## config.mk

```make
export PLATFORM = sky130hd
export DESIGN_NAME = spi_tx_arbiter
export DESIGN_NICKNAME = d
export VERILOG_FILES = /design/src/rtl/spi_arb_pkg.sv /design/src/rtl/spi_arb_pick.sv /design/src/rtl/spi_tx_arbiter.sv
export SDC_FILE = /design/constraint.sdc
export NUM_CORES = 1
export LEC_CHECK = 0
export CORE_ASPECT_RATIO = 0.8
export CORE_MARGIN = 2
export CORE_UTILIZATION = 40
export DETAILED_ROUTE_END_ITERATION = 8
export PLACE_DENSITY = 0.83
export SETUP_SLACK_MARGIN = 0.4
export SLEW_MARGIN = 20
export SYNTH_ARGS = -nofsm -noshare
export SYNTH_HDL_FRONTEND = slang
export SYNTH_SLANG_ARGS = --single-unit
```

## constraint.sdc

```tcl
create_clock -name clock -period 3.2 [get_ports clock]
set_clock_uncertainty 0.2 [all_clocks]
set_input_delay 0.64 -clock clock [delete_from_list [all_inputs] [get_ports clock]]
set_output_delay 0.64 -clock clock [all_outputs]
set_load 0.01 [all_outputs]
```

## src/rtl/spi_arb_pkg.sv

```systemverilog
//------------------------------------------------------------------------------
// spi_arb_pkg
// Shared definitions for the SPI transmit arbiter:
//   - arb_state_t     : arbiter state encoding (IDLE, LOCK, GAP)
//   - GRANT_*         : one-hot grant constants, GRANT_NONE when nobody owns
//   - GAP_CNT_W       : width of the inter-transaction gap counter
//   - grant_owner_is_1: decodes which requester a one-hot grant points at
//------------------------------------------------------------------------------
package spi_arb_pkg;

   typedef enum logic [1:0] {
      ST_IDLE = 2'd0,
      ST_LOCK = 2'd1,
      ST_GAP  = 2'd2
   } arb_state_t;

   localparam logic [1:0] GRANT_NONE = 2'b00;
   localparam logic [1:0] GRANT_0    = 2'b01;
   localparam logic [1:0] GRANT_1    = 2'b10;

   localparam int GAP_CNT_W = 4;

   // Owner decode: bit 1 set means requester 1 holds the lock, anything else
   // (including no grant) routes the requester-0 datapath.
   function automatic logic grant_owner_is_1(input logic [1:0] grant_v);
      return grant_v[1];
   endfunction

endpackage

```

## src/rtl/spi_arb_pick.sv

```systemverilog
//------------------------------------------------------------------------------
// spi_arb_pick
// Two-request winner selection. This is the only place tie-breaking happens.
// Ports:
//   req0, req1 : request lines (valid from each requester)
//   prio       : tie-break preference, 0 = requester 0 wins ties,
//                1 = requester 1 wins ties
//   winner     : one-hot winner, GRANT_NONE when neither requests
//------------------------------------------------------------------------------
module spi_arb_pick
   import spi_arb_pkg::*;
(
   input  logic       req0,
   input  logic       req1,
   input  logic       prio,
   output logic [1:0] winner
);

   // Winner selection: a lone requester always wins, ties follow prio.
   always_comb begin
      winner = GRANT_NONE;
      if (req0 && req1) begin
         if (prio) begin
            winner = GRANT_1;
         end else begin
            winner = GRANT_0;
         end
      end else if (req0) begin
         winner = GRANT_0;
      end else if (req1) begin
         winner = GRANT_1;
      end else begin
         winner = GRANT_NONE;
      end
   end

endmodule

```

## src/rtl/spi_tx_arbiter.sv

```systemverilog
//------------------------------------------------------------------------------
// spi_tx_arbiter
// Arbitrates two byte-stream requesters onto one SPI master transmit port.
// A winner locks the port until it sends a byte flagged last (CS release),
// so chip-select framing of two requesters is never interleaved. After a
// transaction an idle gap of GAP_CYCLES cycles is enforced before the next
// grant. Bytes are not buffered: in LOCK the owner's valid/byte/last are
// passed straight through and its ready mirrors spi_tx_ready.
//
// Parameters:
//   GAP_CYCLES       idle cycles between transactions (0..15)
// Configuration macro:
//   SPI_TX_ARBITER_ROUND_ROBIN_EN  defined   -> ties alternate between
//                                               requesters (pointer register)
//                                  undefined -> requester 0 always wins ties
// Ports:
//   clock, reset_n                 clock, async active-low reset
//   reqN_valid/byte/last/ready     requester N byte stream (N = 0, 1)
//   spi_tx_ready                   SPI master can accept a byte
//   spi_tx_valid/byte/clear_cs     byte offered to the SPI master
//   grant                          one-hot current owner, 2'b00 when none
//   busy                           high whenever the arbiter is not IDLE
//------------------------------------------------------------------------------
module spi_tx_arbiter
   import spi_arb_pkg::*;
#(
   parameter int GAP_CYCLES = 2
)
(
   input  logic       clock,
   input  logic       reset_n,
   input  logic       req0_valid,
   input  logic [7:0] req0_byte,
   input  logic       req0_last,
   output logic       req0_ready,
   input  logic       req1_valid,
   input  logic [7:0] req1_byte,
   input  logic       req1_last,
   output logic       req1_ready,
   input  logic       spi_tx_ready,
   output logic       spi_tx_valid,
   output logic [7:0] spi_tx_byte,
   output logic       spi_tx_clear_cs,
   output logic [1:0] grant,
   output logic       busy
);

   // Last count value spent in GAP; unused when the gap is disabled.
   localparam logic [GAP_CNT_W-1:0] GAP_LAST_C = 4'(GAP_CYCLES - 1);
   localparam logic                 GAP_EN_C   = (GAP_CYCLES > 0) ? 1'b1 : 1'b0;

   arb_state_t           state_r;
   arb_state_t           state_next_s;
   logic [1:0]           grant_r;
   logic [1:0]           grant_next_s;
   logic [GAP_CNT_W-1:0] gap_cnt_r;
   logic [GAP_CNT_W-1:0] gap_cnt_next_s;
   logic                 busy_r;
   logic                 armed_r;
   logic                 prio_s;
   logic [1:0]           pick_s;
   logic                 owner_is_1_s;
   logic                 owner_valid_s;
   logic [7:0]           owner_byte_s;
   logic                 owner_last_s;
   logic                 xfer_s;
   logic                 grant_issue_s;

   spi_arb_pick u_pick (
      .req0   (req0_valid),
      .req1   (req1_valid),
      .prio   (prio_s),
      .winner (pick_s)
   );

`ifdef SPI_TX_ARBITER_ROUND_ROBIN_EN
   logic ptr_r;

   // Tie-break pointer: after every grant, prefer the requester that did
   // not just win, so simultaneous requests alternate.
   always_ff @(posedge clock or negedge reset_n) begin
      if (!reset_n) begin
         ptr_r <= 1'b0;
      end else if (grant_issue_s) begin
         ptr_r <= pick_s[0];
      end else begin
         ptr_r <= ptr_r;
      end
   end

   assign prio_s = ptr_r;
`else
   assign prio_s = 1'b0;
`endif

   // Owner datapath mux, steered by the registered grant.
   always_comb begin
      owner_is_1_s = grant_owner_is_1(grant_r);
      if (owner_is_1_s) begin
         owner_valid_s = req1_valid;
         owner_byte_s  = req1_byte;
         owner_last_s  = req1_last;
      end else begin
         owner_valid_s = req0_valid;
         owner_byte_s  = req0_byte;
         owner_last_s  = req0_last;
      end
   end

   // A byte moves when the lock owner is valid and the SPI master is ready.
   assign xfer_s = (state_r == ST_LOCK) && owner_valid_s && spi_tx_ready;

   // armed_r blocks the first edge after reset release from granting.
   assign grant_issue_s = (state_r == ST_IDLE) && armed_r && (pick_s != GRANT_NONE);

   // Next-state logic: grant in IDLE, hold lock until a last byte moves,
   // then count out the gap.
   always_comb begin
      state_next_s   = state_r;
      grant_next_s   = grant_r;
      gap_cnt_next_s = gap_cnt_r;
      case (state_r)
         ST_IDLE: begin
            if (grant_issue_s) begin
               grant_next_s = pick_s;
               state_next_s = ST_LOCK;
            end else begin
               grant_next_s = GRANT_NONE;
               state_next_s = ST_IDLE;
            end
         end
         ST_LOCK: begin
            if (xfer_s && owner_last_s) begin
               grant_next_s   = GRANT_NONE;
               gap_cnt_next_s = {GAP_CNT_W{1'b0}};
               if (GAP_EN_C) begin
                  state_next_s = ST_GAP;
               end else begin
                  state_next_s = ST_IDLE;
               end
            end else begin
               state_next_s = ST_LOCK;
            end
         end
         ST_GAP: begin
            if (gap_cnt_r == GAP_LAST_C) begin
               gap_cnt_next_s = {GAP_CNT_W{1'b0}};
               state_next_s   = ST_IDLE;
            end else begin
               gap_cnt_next_s = gap_cnt_r + 4'd1;
               state_next_s   = ST_GAP;
            end
         end
         default: begin
            state_next_s   = ST_IDLE;
            grant_next_s   = GRANT_NONE;
            gap_cnt_next_s = {GAP_CNT_W{1'b0}};
         end
      endcase
   end

   // Output decode: only the lock owner sees ready; SPI side is a
   // pass-through of the owner while locked and quiet otherwise.
   always_comb begin
      spi_tx_valid    = 1'b0;
      spi_tx_byte     = 8'h00;
      spi_tx_clear_cs = 1'b0;
      req0_ready      = 1'b0;
      req1_ready      = 1'b0;
      case (state_r)
         ST_LOCK: begin
            spi_tx_valid    = owner_valid_s;
            spi_tx_byte     = owner_byte_s;
            spi_tx_clear_cs = owner_last_s;
            if (owner_is_1_s) begin
               req1_ready = spi_tx_ready;
            end else begin
               req0_ready = spi_tx_ready;
            end
         end
         ST_IDLE, ST_GAP: begin
            spi_tx_valid = 1'b0;
         end
         default: begin
            spi_tx_valid = 1'b0;
         end
      endcase
   end

   // State, grant, gap counter and busy registers.
   always_ff @(posedge clock or negedge reset_n) begin
      if (!reset_n) begin
         state_r   <= ST_IDLE;
         grant_r   <= GRANT_NONE;
         gap_cnt_r <= {GAP_CNT_W{1'b0}};
         busy_r    <= 1'b0;
      end else begin
         state_r   <= state_next_s;
         grant_r   <= grant_next_s;
         gap_cnt_r <= gap_cnt_next_s;
         busy_r    <= (state_next_s != ST_IDLE);
      end
   end

   // Arms granting one edge after reset release.
   always_ff @(posedge clock or negedge reset_n) begin
      if (!reset_n) begin
         armed_r <= 1'b0;
      end else begin
         armed_r <= 1'b1;
      end
   end

   assign grant = grant_r;
   assign busy  = busy_r;

endmodule

```

# --- After elaboration in Yosys (flattened, before gate mapping) ---
# Cells that the tools add are included.
totals:
  regBits: 10
  output_inout_bits: 15
  input_bits: 23
classes:
  addsub: 1
  n_mux: 23
  n_reduce_logical: 11
  bitwise_logic: 2
  eq_ne: 4
op_table:
  columns: ["op", "count"]
  rows:
  - ["8-bit 2-to-1 mux", 2]
  - ["2-bit 2-to-1 mux", 7]
  - ["2-bit case mux with 3 select lines", 2]
  - ["4-bit case mux with 3 select lines", 1]
  - ["1-bit 2-to-1 mux", 9]
  - ["4-bit 2-to-1 mux", 2]
  - ["1-bit logical AND", 6]
  - ["4-bit by 1-bit adder with 4-bit output, second input constant", 1]
  - ["4-bit by 1-bit == test with 1-bit output, second input constant", 1]
  - ["2-bit AND reduction", 2]
  - ["2-bit nonzero test", 2]
  - ["2-bit by 1-bit == test with 1-bit output, second input constant", 1]
  - ["2-bit == test, second input constant", 1]
  - ["2-bit zero test", 1]
  - ["2-bit by 1-bit != test with 1-bit output, second input constant", 1]
  - ["1-bit inverter", 2]

# --- Depth between registers and ports, before layout ---
# Gate-level depths: netlist of run 1.
depth:
  depth_word: 8
  mapped_depth: 5

# --- Modules after synthesis ---
# Synthesis of run 1 repeated with hierarchy kept, for this count alone.
hier_totals:
  cells_unflattened: 80
  area_unflattened_um2: 689.4
by_module_without_submodules:
  columns: ["mod", "seq_area_each_um2", "cells_per_inst", "area_per_inst_um2", "instances"]
  rows:
  - ["spi_tx_arbiter", 250.2, 77, 670.6, 1]
  - ["spi_arb_pick", 0.0, 3, 18.8, 1]

# --- Worst setup path before layout of run 1 ---
# OpenSTA, ideal clock, no wires.
synth_path:
  path_type: "register to output"
  from: "register grant_r[1], in the netlist grant[1]"
  to: "output req0_ready"
  arrival_time_ns: 1.073
  stages_incl_launch_ff: 4
  required_ns: 2.360
  slack_ns: 1.287
  path_cell_list: "dfrtp_1 buf_4 buf_2 nor3_1"
synth_via:
  elab_chain_len: 2
synth_lines:
  columns: ["element", "line", "rtl"]
  rows:
  - ["start: declaration", "spi_tx_arbiter.sv:54", "logic [1:0] grant_r;"]
  - ["start signal: assignment", "spi_tx_arbiter.sv:199", "grant_r <= grant_next_s;"]
  - ["1-bit 2-to-1 mux", "spi_tx_arbiter.sv:175", "if (owner_is_1_s) begin"]
  - ["1-bit 2-to-1 mux", "spi_tx_arbiter.sv:170", "case (state_r)"]
  - ["end: declaration", "spi_tx_arbiter.sv:35", "output logic req0_ready,"]
# Every way passes these cells.

# --- Final worst setup path of run 1 ---
layout_path:
  from: "input req1_byte[1]"
  to: "output spi_tx_byte[1]"
layout_via:
  elab_chain_len: 2
layout_lines:
  columns: ["element", "line", "rtl"]
  rows:
  - ["start: declaration", "spi_tx_arbiter.sv:37", "input logic [7:0] req1_byte,"]
  - ["8-bit 2-to-1 mux", "spi_tx_arbiter.sv:99", "if (owner_is_1_s) begin"]
  - ["8-bit 2-to-1 mux", "spi_tx_arbiter.sv:170", null]
  - ["end: declaration", "spi_tx_arbiter.sv:42", "output logic [7:0] spi_tx_byte,"]
# Every way passes these cells.

==> results of run 1 <==
-- final cells by class --
class	instances	share of cell area, %
timing repair buffer	37	34.2
multi-input combinational	60	37.2
clock buffer	3	2.06
sequential	10	23.0
tap	22	2.52
inverter	3	1.03
-- stage by stage --
stage | power, W | area (um2) | cells
floorplan | 0.000452 | 688 | 77
detailed placement | 0.000661 | 1070 | 132
global placement | 0.000651 | 1070 | 132
finish | 0.000735 | 1090 | 135
CTS | 0.000741 | 1090 | 135
global route | 0.000797 | 1090 | 135
-- registers in the layout, summed over array words and instances, names as in the netlist --
signal,count
state_r,2
grant,2
busy,1
gap_cnt_r,4
armed_r,1
-- cells by family (layout without fill, tap and decap cells) --
group           count (synthesis)  after routing  share of synthesized area [%]
simple gates                   31             31                           24.4
fa+ha+maj                       2              2                           3.64
mux                            10             10                           14.5
buf+inv                         7             43                           4.55
flops                          10             10                           36.4
compound gates                 16             16                           16.0
other cells                     1              1                          0.545
-- what timing repair did --
action                                  CTS  global route
setup buffers                             0             0
cloned                                    0             0
gates resized for setup                   2             2
endpoints found under the setup margin    2             2
hold buffers                              0             0
endpoints found under the hold margin     0             0
pin swaps                                 0             0
-- synthesized netlist by cell type --
| cell type | instances | share of area (%) |
|---|---|---|
| nand2_1 | 1 | 0.54 |
| o22ai_1 | 1 | 0.91 |
| a211o_1 | 1 | 1.3 |
| nor3_1 | 2 | 1.5 |
| mux2i_1 | 10 | 15 |
| buf_2 | 1 | 0.73 |
| nor2_1 | 11 | 6.0 |
| dfrtp_1 | 10 | 36 |
| o2bb2ai_1 | 2 | 2.5 |
| and2b_1 | 1 | 1.1 |
| o41a_1 | 1 | 1.6 |
| clkbuf_1 | 2 | 1.1 |
| or3_1 | 1 | 0.91 |
| and3b_1 | 2 | 2.5 |
| and3_1 | 2 | 1.8 |
| ha_1 | 2 | 3.6 |
| nor3b_1 | 1 | 1.1 |
| a21oi_1 | 2 | 1.5 |
| a32oi_1 | 1 | 1.3 |
| o21bai_1 | 1 | 1.1 |
| a21o_1 | 1 | 1.1 |
| nand2b_2 | 1 | 1.3 |
| buf_4 | 1 | 1.1 |
| conb_1 | 1 | 0.54 |
| nand3_1 | 3 | 2.2 |
| o21ai_0 | 5 | 3.6 |
| nor4_1 | 2 | 1.8 |
| inv_1 | 3 | 1.6 |
| nor2b_1 | 2 | 1.8 |
| nand2b_1 | 2 | 1.8 |
| a21boi_0 | 1 | 1.1 |
-- layer usage --
| metal | routed length [um] | GRT usage, % |
|---|---|---|
| met1 | 826 | 25.1 |
| met3 | 54 | 4.38 |
| met5 | 0 | 0 |
| met2 | 1050 | 35.5 |
| met4 | 29 | 6.08 |
-- power breakdown --
group | total (W) | switching (W) | leakage [nW] | internal [W]
Sequential | 0.000242 | 0.0000721 | 0.124 | 0.000170
Clock | 0.0000809 | 0.0000378 | 0.0138 | 0.0000432
Combinational | 0.000412 | 0.000181 | 0.339 | 0.000231
Total | 0.000735 | 0.000291 | 0.477 | 0.000444
-- critical path, stage by stage --
cell,delay (ns)
clkdlybuf4s50_1,0.48
mux2i_1,0.07
nor2_1,0.10
clkdlybuf4s50_1,0.56
-- final timing paths --
| check | endpoint | slack (ns) | cells after the start |
|---|---|---|---|
| setup / recovery | spi_tx_byte[1] | 0.51 | 4 |
| hold / removal | gap_cnt_r[3] | 0.35 | 1 |
| setup reg to reg | gap_cnt_r[3] | 1.19 | 3 |
| hold reg to reg | gap_cnt_r[3] | 0.35 | 1 |
| max in group asynchronous | grant[1] | 2.00 | 1 |
| min in group asynchronous | state_r[0] | 0.49 | 1 |
-- cell usage in the layout (no fill, tap or decap) --
master	n
a32oi_1	1
a21o_1	1
nand2b_2	1
nor4_1	2
nand3_1	3
dfrtp_2	1
mux2i_1	10
dlygate4sd2_1	1
a21boi_0	1
nor3_1	2
clkdlybuf4s50_1	34
or3_1	1
o2bb2ai_1	2
nor2b_1	2
clkbuf_4	3
nor3b_1	1
o41a_1	1
a21oi_1	2
ha_1	2
and3_1	2
a211o_1	1
nand2b_1	2
and2b_1	1
conb_1	1
nor2_1	11
o21bai_1	1
dfrtp_1	9
dlymetal6s2s_1	2
nand2_1	1
o21ai_0	5
inv_1	3
o22ai_1	1
and3b_1	2
==> summary.txt, run 1 <==
Worst hold path
  • HP Class: flop to flop
  • Hold Crit Start: gap_cnt_r[3]

Timing
  • Final setup violation count: 0
  • Final Max Slew Viols: 0
  • Unrepaired setup endpoints after global routing: false
  • Hold Violations, Final: 0
  • Max frequency: 0.372 GHz
  • Hold_ws: 0.349 ns
  • Tmin final: 2.69 ns
  • Period utilisation layout: 84.1%
  • Min setup slack post-route: 0.508 ns
  • Setup TNS: 0 ns

Detailed routing
  • Vias: 715
  • Post-Route WL: 1.96 mm
  • # DRC: 0
  • DRT iter0 DRCs: 16
  • Vias/cell: 5.30
  • First-pass DRT Iterations: 4
  • Routed len/inst: 14.5 um
  • Remaining antenna violation count: 0

Finish
  • Area of the multi-input gates: 407 um2
  • Share of cells above drive strength 1: 4.42%
  • Final #Nets: 140
  • Fill cells: 141
  • # diodes: 0
  • Area grow syn2layout: 58.9%
  • Final core occ: 67.2%
  • Sequential cell area: 251 um2

Synthesis
  • Register area share after synthesis: 36.4%
  • Yosys warns: 0
  • Cell variety after synth: 31
  • FF+latch count, synth: 10
  • Mapped Avg Cell Area: 8.94 um2
  • Cell area after synthesis: 688 um2
  • Synthesized Nets: 102
  • Gate count after technology mapping: 77

GRT
  • Vias in the first global route: 607
  • Number of antenna violations at the first check in global routing: 0
  • First-pass GRT wire length: 2.90 mm
  • Total GRT Usage: 20.0%
  • Largest net degree at the start of global routing: 16
  • GRT overflow: 0

Clock network
  • Worst skew pair latency: 0.26 ns
  • CTS tree: built
  • Clock slew at reported path FFs: 0.06 ns
  • Root buffer selected by CTS: clkbuf_4
  • CTS Buffer Depth: 2
  • CTS Sinks: 10
  • Htree depth: 1
  • CTS Buf Count: 3

Power and ir drop
  • LEAKAGE: 0.477 nW
  • Power Density: 672 mW/mm2
  • Peak supply drop: 0.000480 V

Floorplan
  • Die width: 50.4 um
  • Row count: 13
  • Initial core utilization: 42.3%
  • I/O pins: 38
  • Height of the die: 41.1 um
  • DIE AREA: 0.00207 mm2
  • Core area: 0.00163 mm2

Critical path
  • CP Data Arrival Time: 1.85 ns
  • Worst Setup Path Type: input port to output port
  • Critical Path Fanout Max: 1
  • CP required: 2.36 ns
  • Startpoint Class: input port
  • Reg2reg start: state_r[1]
  • Crit path from: req1_byte[1]
  • Critical Path End Type: output port

Outcome
  • Status: complete, no violations

Placed design
  • DP HPWL: 1.63 mm
  • Routability cong.: 0.785
  • IO Port Bufs: 37
  • Place WS: 0.391 ns

Flow run
  • Max-cap violations: 0
Power figures use the tool's default switching activity.
==> run 2, diff against run 1 <==
--- a/config.mk
+++ b/config.mk
@@ -7,9 +7,9 @@
 export LEC_CHECK = 0
 export CORE_ASPECT_RATIO = 0.8
 export CORE_MARGIN = 2
-export CORE_UTILIZATION = 40
+export CORE_UTILIZATION = 34
 export DETAILED_ROUTE_END_ITERATION = 8
-export PLACE_DENSITY = 0.83
+export PLACE_DENSITY = 0.75
 export SETUP_SLACK_MARGIN = 0.4
 export SLEW_MARGIN = 20
 export SYNTH_ARGS = -nofsm -noshare
==> constraint.sdc (replaced) <==
create_clock -name clock -period 2.4 [get_ports clock]
set_clock_uncertainty 0.2 [all_clocks]
set_input_delay 0.48 -clock clock [delete_from_list [all_inputs] [get_ports clock]]
set_output_delay 0.48 -clock clock [all_outputs]
set_load 0.01 [all_outputs]
==> run 2 against run 1 <==
Net effect: combinational power rose by 50%; via count rose by 4.3%; worst setup slack got worse by 0.12 ns; clock power rose by 31%; sequential cell count did not move; sequential power rose by 26%; power rose by 40%; final area rose by 6.8%; die area rose by 16%; utilization fell by 5.5 points; critical path type unchanged; critical endpoint is now spi_tx_valid; largest power group unchanged.
==> summary.txt, run 2 (synthesized netlist as in run 1, its figures left out) <==
GRT
  • Met1 usage in global routing: 24.8% (was 25.1%)
  • Most used routing layer: met2 (unchanged)
  • Largest net degree at the start of global routing: 15 (was 16)
  • Vias in the first global route: 696 (was 607)
  • Met3 Use GR: 5.07% (was 4.38%)
  • GRT overflow: 0 (unchanged)
  • Number of antenna violations at the first check in global routing: 0 (unchanged)
  • First-pass GRT wire length: 3.25 mm (was 2.90 mm)
  • M2 GR Usage: 31.1% (was 35.5%)
  • Total GRT Usage: 18.8% (was 20.0%)

Floorplan
  • Row count: 14 (was 13)
  • I/O pins: 38 (unchanged)
  • Height of the die: 44.2 um (was 41.1 um)
  • DIE AREA: 0.00240 mm2 (was 0.00207 mm2)
  • Die width: 54.3 um (was 50.4 um)
  • Core area: 0.00189 mm2 (was 0.00163 mm2)
  • Initial core utilization: 36.4% (was 42.3%)

Detailed routing
  • Routed len/inst: 13.8 um (was 14.5 um)
  • DRT iter0 DRCs: 13 (was 16)
  • First-pass DRT Iterations: 4 (unchanged)
  • # DRC: 0 (unchanged)
  • Post-Route WL: 2.07 mm (was 1.96 mm)
  • Vias/cell: 4.97 (was 5.30)
  • Remaining antenna violation count: 0 (unchanged)
  • Vias: 746 (was 715)

Clock network
  • Post-CTS Hold Buffers: 0 (unchanged)
  • Htree depth: 1 (unchanged)
  • Worst skew pair latency: 0.25 ns (was 0.26 ns)
  • Clock slew at reported path FFs: 0.06 ns (about the same)
  • CTS Sinks: 10 (unchanged)
  • CTS Buf Count: 3 (unchanged)
  • Root buffer selected by CTS: clkbuf_4 (unchanged)
  • CTS Buffer Depth: 2 (unchanged)
  • CTS tree: built (unchanged)

Placed design
  • Routability cong.: 0.773 (was 0.785)
  • DP HPWL: 1.65 mm (was 1.63 mm)
  • IO Port Bufs: 37 (unchanged)
  • Place WS: -0.0419 ns (was 0.391 ns)

Worst hold path
  • HP Class: input port to asynchronous set/reset pin (was flop to flop)

Finish
  • Most frequent cells in the layout: 20 x clkdlybuf4s50_1, 11 x nor2_1, 11 x buf_2, 11 x buf_4, 8 x mux2i_1 (was 34 x clkdlybuf4s50_1, 11 x nor2_1, 10 x mux2i_1, 9 x dfrtp_1, 5 x o21ai_0)
  • Share of cells above drive strength 1: 27.8% (was 4.42%)
  • Biggest register: gap_cnt_r (unchanged)
  • # diodes: 0 (unchanged)
  • Area grow syn2layout: 69.6% (was 58.9%)
  • Final #Nets: 153 (was 140)
  • Most common cell after layout, fill and taps aside: clkdlybuf4s50_1 (unchanged)
  • Max reg flops: 4 (unchanged)

Critical path
  • Cell family with most CP delay: buffers and inverters (unchanged)
  • CP required: 1.72 ns (was 2.36 ns)
  • CP max stage delay: 0.44 ns (was 0.56 ns)
  • Buf/Inv on CP: 2 (unchanged)
  • Worst-path cell chain: clkdlybuf4s50_1, mux2i_2, nor2_1, buf_2 (was clkdlybuf4s50_1, mux2i_1, nor2_1, clkdlybuf4s50_1)
  • Critical Path End Type: output port (unchanged)
  • CP Data Arrival Time: 1.33 ns (was 1.85 ns)
  • Critical path's slowest cell: clkdlybuf4s50_1 (unchanged)
  • Critical Path Fanout Max: 2 (was 1)
  • Worst Setup Path Type: input port to output port (unchanged)
  • Startpoint Class: input port (unchanged)

Power and ir drop
  • Flop pwr share: 29.6% (was 32.9%)
  • Power Density: 882 mW/mm2 (was 672 mW/mm2)
  • Clock power share: 10.3% (was 11.0%)
  • Comb pwr share: 60.0% (was 56.1%)
  • Sw Ratio: 40.0% (was 39.6%)
  • LEAKAGE: 0.546 nW (was 0.477 nW)
  • Sw power: 0.000412 W (was 0.000291 W)
  • Peak supply drop: 0.000601 V (was 0.000480 V)
  • P_int: 0.000617 W (was 0.000444 W)

Timing
  • Final setup violation count: 0 (unchanged)
  • Unrepaired setup endpoints after global routing: true (was false)
  • Final Max Slew Viols: 0 (unchanged)
  • Hold Violations, Final: 0 (unchanged)
  • Max frequency: 0.498 GHz
  • Min setup slack post-route: 0.391 ns (was 0.508 ns)
  • Period utilisation layout: 83.7%
  • Setup TNS: 0 ns (unchanged)
  • Tmin final: 2.01 ns

Outcome
  • Status: complete, no violations (unchanged)

Flow run
  • Max-cap violations: 0 (unchanged)
-- run 2: worst paths after layout --
check                      depth (start not counted)         start           end  slack (ns)
max                                                4    req1_valid  spi_tx_valid        0.39
min                                                1       reset_n  gap_cnt_r[1]        0.33
max reg2reg                                        5      grant[1]  gap_cnt_r[3]        0.48
min reg2reg                                        1  gap_cnt_r[1]  gap_cnt_r[1]        0.36
max in group asynchronous                          1       reset_n    state_r[0]        1.34
min in group clock                                 1  gap_cnt_r[1]  gap_cnt_r[1]        0.36
-- run 2: what timing repair did --
item / CTS / global route
setup buffers: 2 / 3
endpoints found under the setup margin: 14 / 6
pin swaps: 1 / 1
resized for setup: 54 / 8
-- run 2: metal layers --
layer  wire, um  vias to the layer above
met1        909                      361
met2       1110                       13
li1           -                      372
met4          0                        0
met3         51                        0
met5          0                        -
-- run 2: per-stage QoR --
stage	cells	hold WS [ns]	utilization (%)	total power, W	cell area (um2)
after floorplan	77	-0.0156	-	0.000602	688
after global placement	142	0.327	59.7	0.000900	1130
after detailed placement	142	0.345	59.7	0.000912	1130
after CTS	147	0.346	59.9	0.000989	1130
after global routing	150	0.355	61.7	0.00111	1170
final	150	0.333	61.7	0.00103	1170
-- run 2: area by class of cell --
class,instances,area [um2]
clock buffers,3,22.5
fillers,169,724
inverters,3,11.3
multi-input cells,60,430
flip-flops and latches,10,254
well taps,24,30.0
repair buffers,50,419
-- run 2: power by group through the flow --
| stage | logic [W] | clock network (W) | registers, W |
|---|---|---|---|
| 2_1_floorplan | 0.000315 | 0 | 0.000287 |
| 3_3_place_gp | 0.000602 | 0 | 0.000297 |
| 3_5_place_dp | 0.000611 | 0 | 0.000301 |
| 4_1_cts | 0.000575 | 0.000109 | 0.000304 |
| 5_1_grt | 0.000673 | 0.000123 | 0.000313 |
| 6_report | 0.000618 | 0.000106 | 0.000305 |
==> run 3, diff against run 2 <==
==> constraint.sdc (replaced) <==
create_clock -name clock -period 1.75 [get_ports clock]
set_clock_uncertainty 0.2 [all_clocks]
set_input_delay 0.35 -clock clock [delete_from_list [all_inputs] [get_ports clock]]
set_output_delay 0.35 -clock clock [all_outputs]
set_load 0.01 [all_outputs]
==> run 3 against run 2 <==
Net effect: the run now ends with negative setup slack left; register-to-register slack worse by 0.60 ns; worst hold slack worse by 0.14 ns; power is 83% higher; clock-buffer cell count is 1 higher; sequential cell count stayed put; global-route usage is 4.6 points higher; via count is 12% higher.
==> summary.txt, run 3 (synthesized netlist as in run 1, its figures left out) <==
Finish
  • Non-filler cells, final: 162 (was 150)
  • Area grow syn2layout: 103% (was 69.6%)
  • Final core occ: 73.8% (was 61.7%)
  • # diodes: 0 (unchanged)
  • Max reg flops: 4 (unchanged)
  • Biggest register: gap_cnt_r (unchanged)
  • Final #Nets: 164 (was 153)
  • Most frequent cells in the layout: 20 x clkdlybuf4s50_1, 16 x buf_4, 12 x buf_2, 8 x dfrtp_1, 8 x buf_6 (was 20 x clkdlybuf4s50_1, 11 x nor2_1, 11 x buf_2, 11 x buf_4, 8 x mux2i_1)
  • Most common cell after layout, fill and taps aside: clkdlybuf4s50_1 (unchanged)
  • Share of cells above drive strength 1: 44.2% (was 27.8%)

Clock network
  • CTS Buffer Depth: 2 (unchanged)
  • CTS Buf Count: 3 (unchanged)
  • Clock slew at reported path FFs: 0.06 ns (about the same)
  • CTS tree: built (unchanged)
  • CTS Sinks: 10 (unchanged)
  • Root buffer selected by CTS: clkbuf_4 (unchanged)
  • Worst skew pair latency: 0.27 ns (was 0.25 ns)
  • Htree depth: 1 (unchanged)

Critical path
  • Critical Path Fanout Max: 7 (was 2)
  • Cell family with most CP delay: compound AO/OA/AOI/OAI gates (was buffers and inverters)
  • Critical Path End Type: flop (was output port)
  • Worst Setup Path Type: flop to flop (was input port to output port)
  • CP max stage delay: 0.49 ns (was 0.44 ns)
  • CP Data Arrival Time: 1.83 ns (was 1.33 ns)
  • Worst-path cell chain: buf_12, mux2i_4, o41a_1, a211o_1 (was clkdlybuf4s50_1, mux2i_2, nor2_1, buf_2)
  • CP required: 1.71 ns (was 1.72 ns)
  • Buf/Inv on CP: 1 (was 2)
  • Startpoint Class: flop (was input port)
  • Critical path's slowest cell: o41a_1 (was clkdlybuf4s50_1)

Detailed routing
  • DRT iter0 DRCs: 35 (was 13)
  • Vias: 835 (was 746)
  • Routed len/inst: 16.3 um (was 13.8 um)
  • First-pass DRT Iterations: 4 (unchanged)
  • Vias/cell: 5.15 (was 4.97)
  • Remaining antenna violation count: 0 (unchanged)
  • Post-Route WL: 2.63 mm (was 2.07 mm)
  • # DRC: 0 (unchanged)

Placed design
  • IO Port Bufs: 37 (unchanged)
  • Inst Count DP: 146 (was 142)
  • DP HPWL: 1.75 mm (was 1.65 mm)
  • Place WS: -0.443 ns (was -0.0419 ns)
  • Routability cong.: 0.801 (was 0.773)

Floorplan
  • Initial core utilization: 36.4% (unchanged)
  • I/O pins: 38 (unchanged)
  • DIE AREA: 0.00240 mm2 (unchanged)
  • Die width: 54.3 um (unchanged)
  • Height of the die: 44.2 um (unchanged)
  • Core area: 0.00189 mm2 (unchanged)
  • Row count: 14 (unchanged)

Timing
  • Hold Violations, Final: 0 (unchanged)
  • Final Max Slew Viols: 0 (unchanged)
  • Hold_ws: 0.195 ns (was 0.333 ns)
  • Period utilisation layout: 107%
  • Unrepaired setup endpoints after global routing: true (unchanged)
  • Max frequency: 0.535 GHz
  • Min setup slack post-route: -0.120 ns (was 0.391 ns)
  • Tmin final: 1.87 ns
  • Final setup violation count: 15 (was 0)

GRT
  • First-pass GRT wire length: 3.97 mm (was 3.25 mm)
  • Number of antenna violations at the first check in global routing: 0 (unchanged)
  • Largest net degree at the start of global routing: 11 (was 15)
  • Vias in the first global route: 825 (was 696)
  • GRT overflow: 0 (unchanged)
  • Total GRT Usage: 23.3% (was 18.8%)

Power and ir drop
  • LEAKAGE: 0.641 nW (was 0.546 nW)
  • Peak supply drop: 0.00100 V (was 0.000601 V)
  • Tot Pwr: 0.00189 W (was 0.00103 W)
  • Power Density: 1350 mW/mm2 (was 882 mW/mm2)

Outcome
  • Status: finished, violations left (was complete, no violations)
  • Failing checks: negative setup slack

Worst hold path
  • HP Class: input port to asynchronous set/reset pin (unchanged)

Flow run
  • Max-cap violations: 0 (unchanged)
## run 3: area by class of cell
cell class              instances  area, um2
multi-input cells              61        529
clock buffers                   4       36.3
inverters                       3       11.3
fillers                       131        495
repair buffers                 60        537
flip-flops and latches         10        253
well taps                      24       30.0
## run 3: repair_timing
action,CTS,global route
setup endpoints to repair,23,23
hold buffers,0,0
gates cloned,2,0
pin swaps,5,3
buffers inserted,8,2
gates resized for setup,84,13
## run 3: worst paths after layout
check | startpoint | end | slack, ns | cells after the start
worst max-delay path | grant[1] | gap_cnt_r[3] | -0.12 | 4
min in group clock | gap_cnt_r[1] | gap_cnt_r[1] | 0.37 | 1
worst max register to register | grant[1] | gap_cnt_r[3] | -0.12 | 4
worst min register to register | gap_cnt_r[1] | gap_cnt_r[1] | 0.37 | 1
max in group asynchronous | reset_n | grant[1] | 0.81 | 1
worst min-delay path | reset_n | state_r[1] | 0.19 | 1
## run 3: power by group
| part | internal [W] | switching, W |
|---|---|---|
| clock | 0.000126 | 0.0000782 |
| combinational | 0.000702 | 0.000578 |
| sequential | 0.000313 | 0.0000896 |
| total | 0.00114 | 0.000746 |
## run 3: worst register-to-register path, stage by stage, from the launching register on
cell,delay (ns)
dfrtp_2,0.44
buf_12,0.16
mux2i_4,0.19
o41a_1,0.49
a211o_1,0.28
## run 3: metal layers
| metal | up-vias | track usage [%] | share of wire [%] |
|---|---|---|---|
| li1 | 402 | - | - |
| met2 | 22 | 39.3 | 53 |
| met5 | - | 0 | 0 |
| met4 | 0 | 6.50 | 1.2 |
| met1 | 406 | 29.4 | 42 |
| met3 | 5 | 6.08 | 3.7 |
## run 3: metrics by stage
step | cell area [um2] | TNS [ns]
finish | 1400 | -0.617
global placement | 1200 | -5.52
detailed placement | 1200 | -5.95
CTS | 1330 | -0.866
global route | 1400 | -1.38
floorplan | 727 | 0
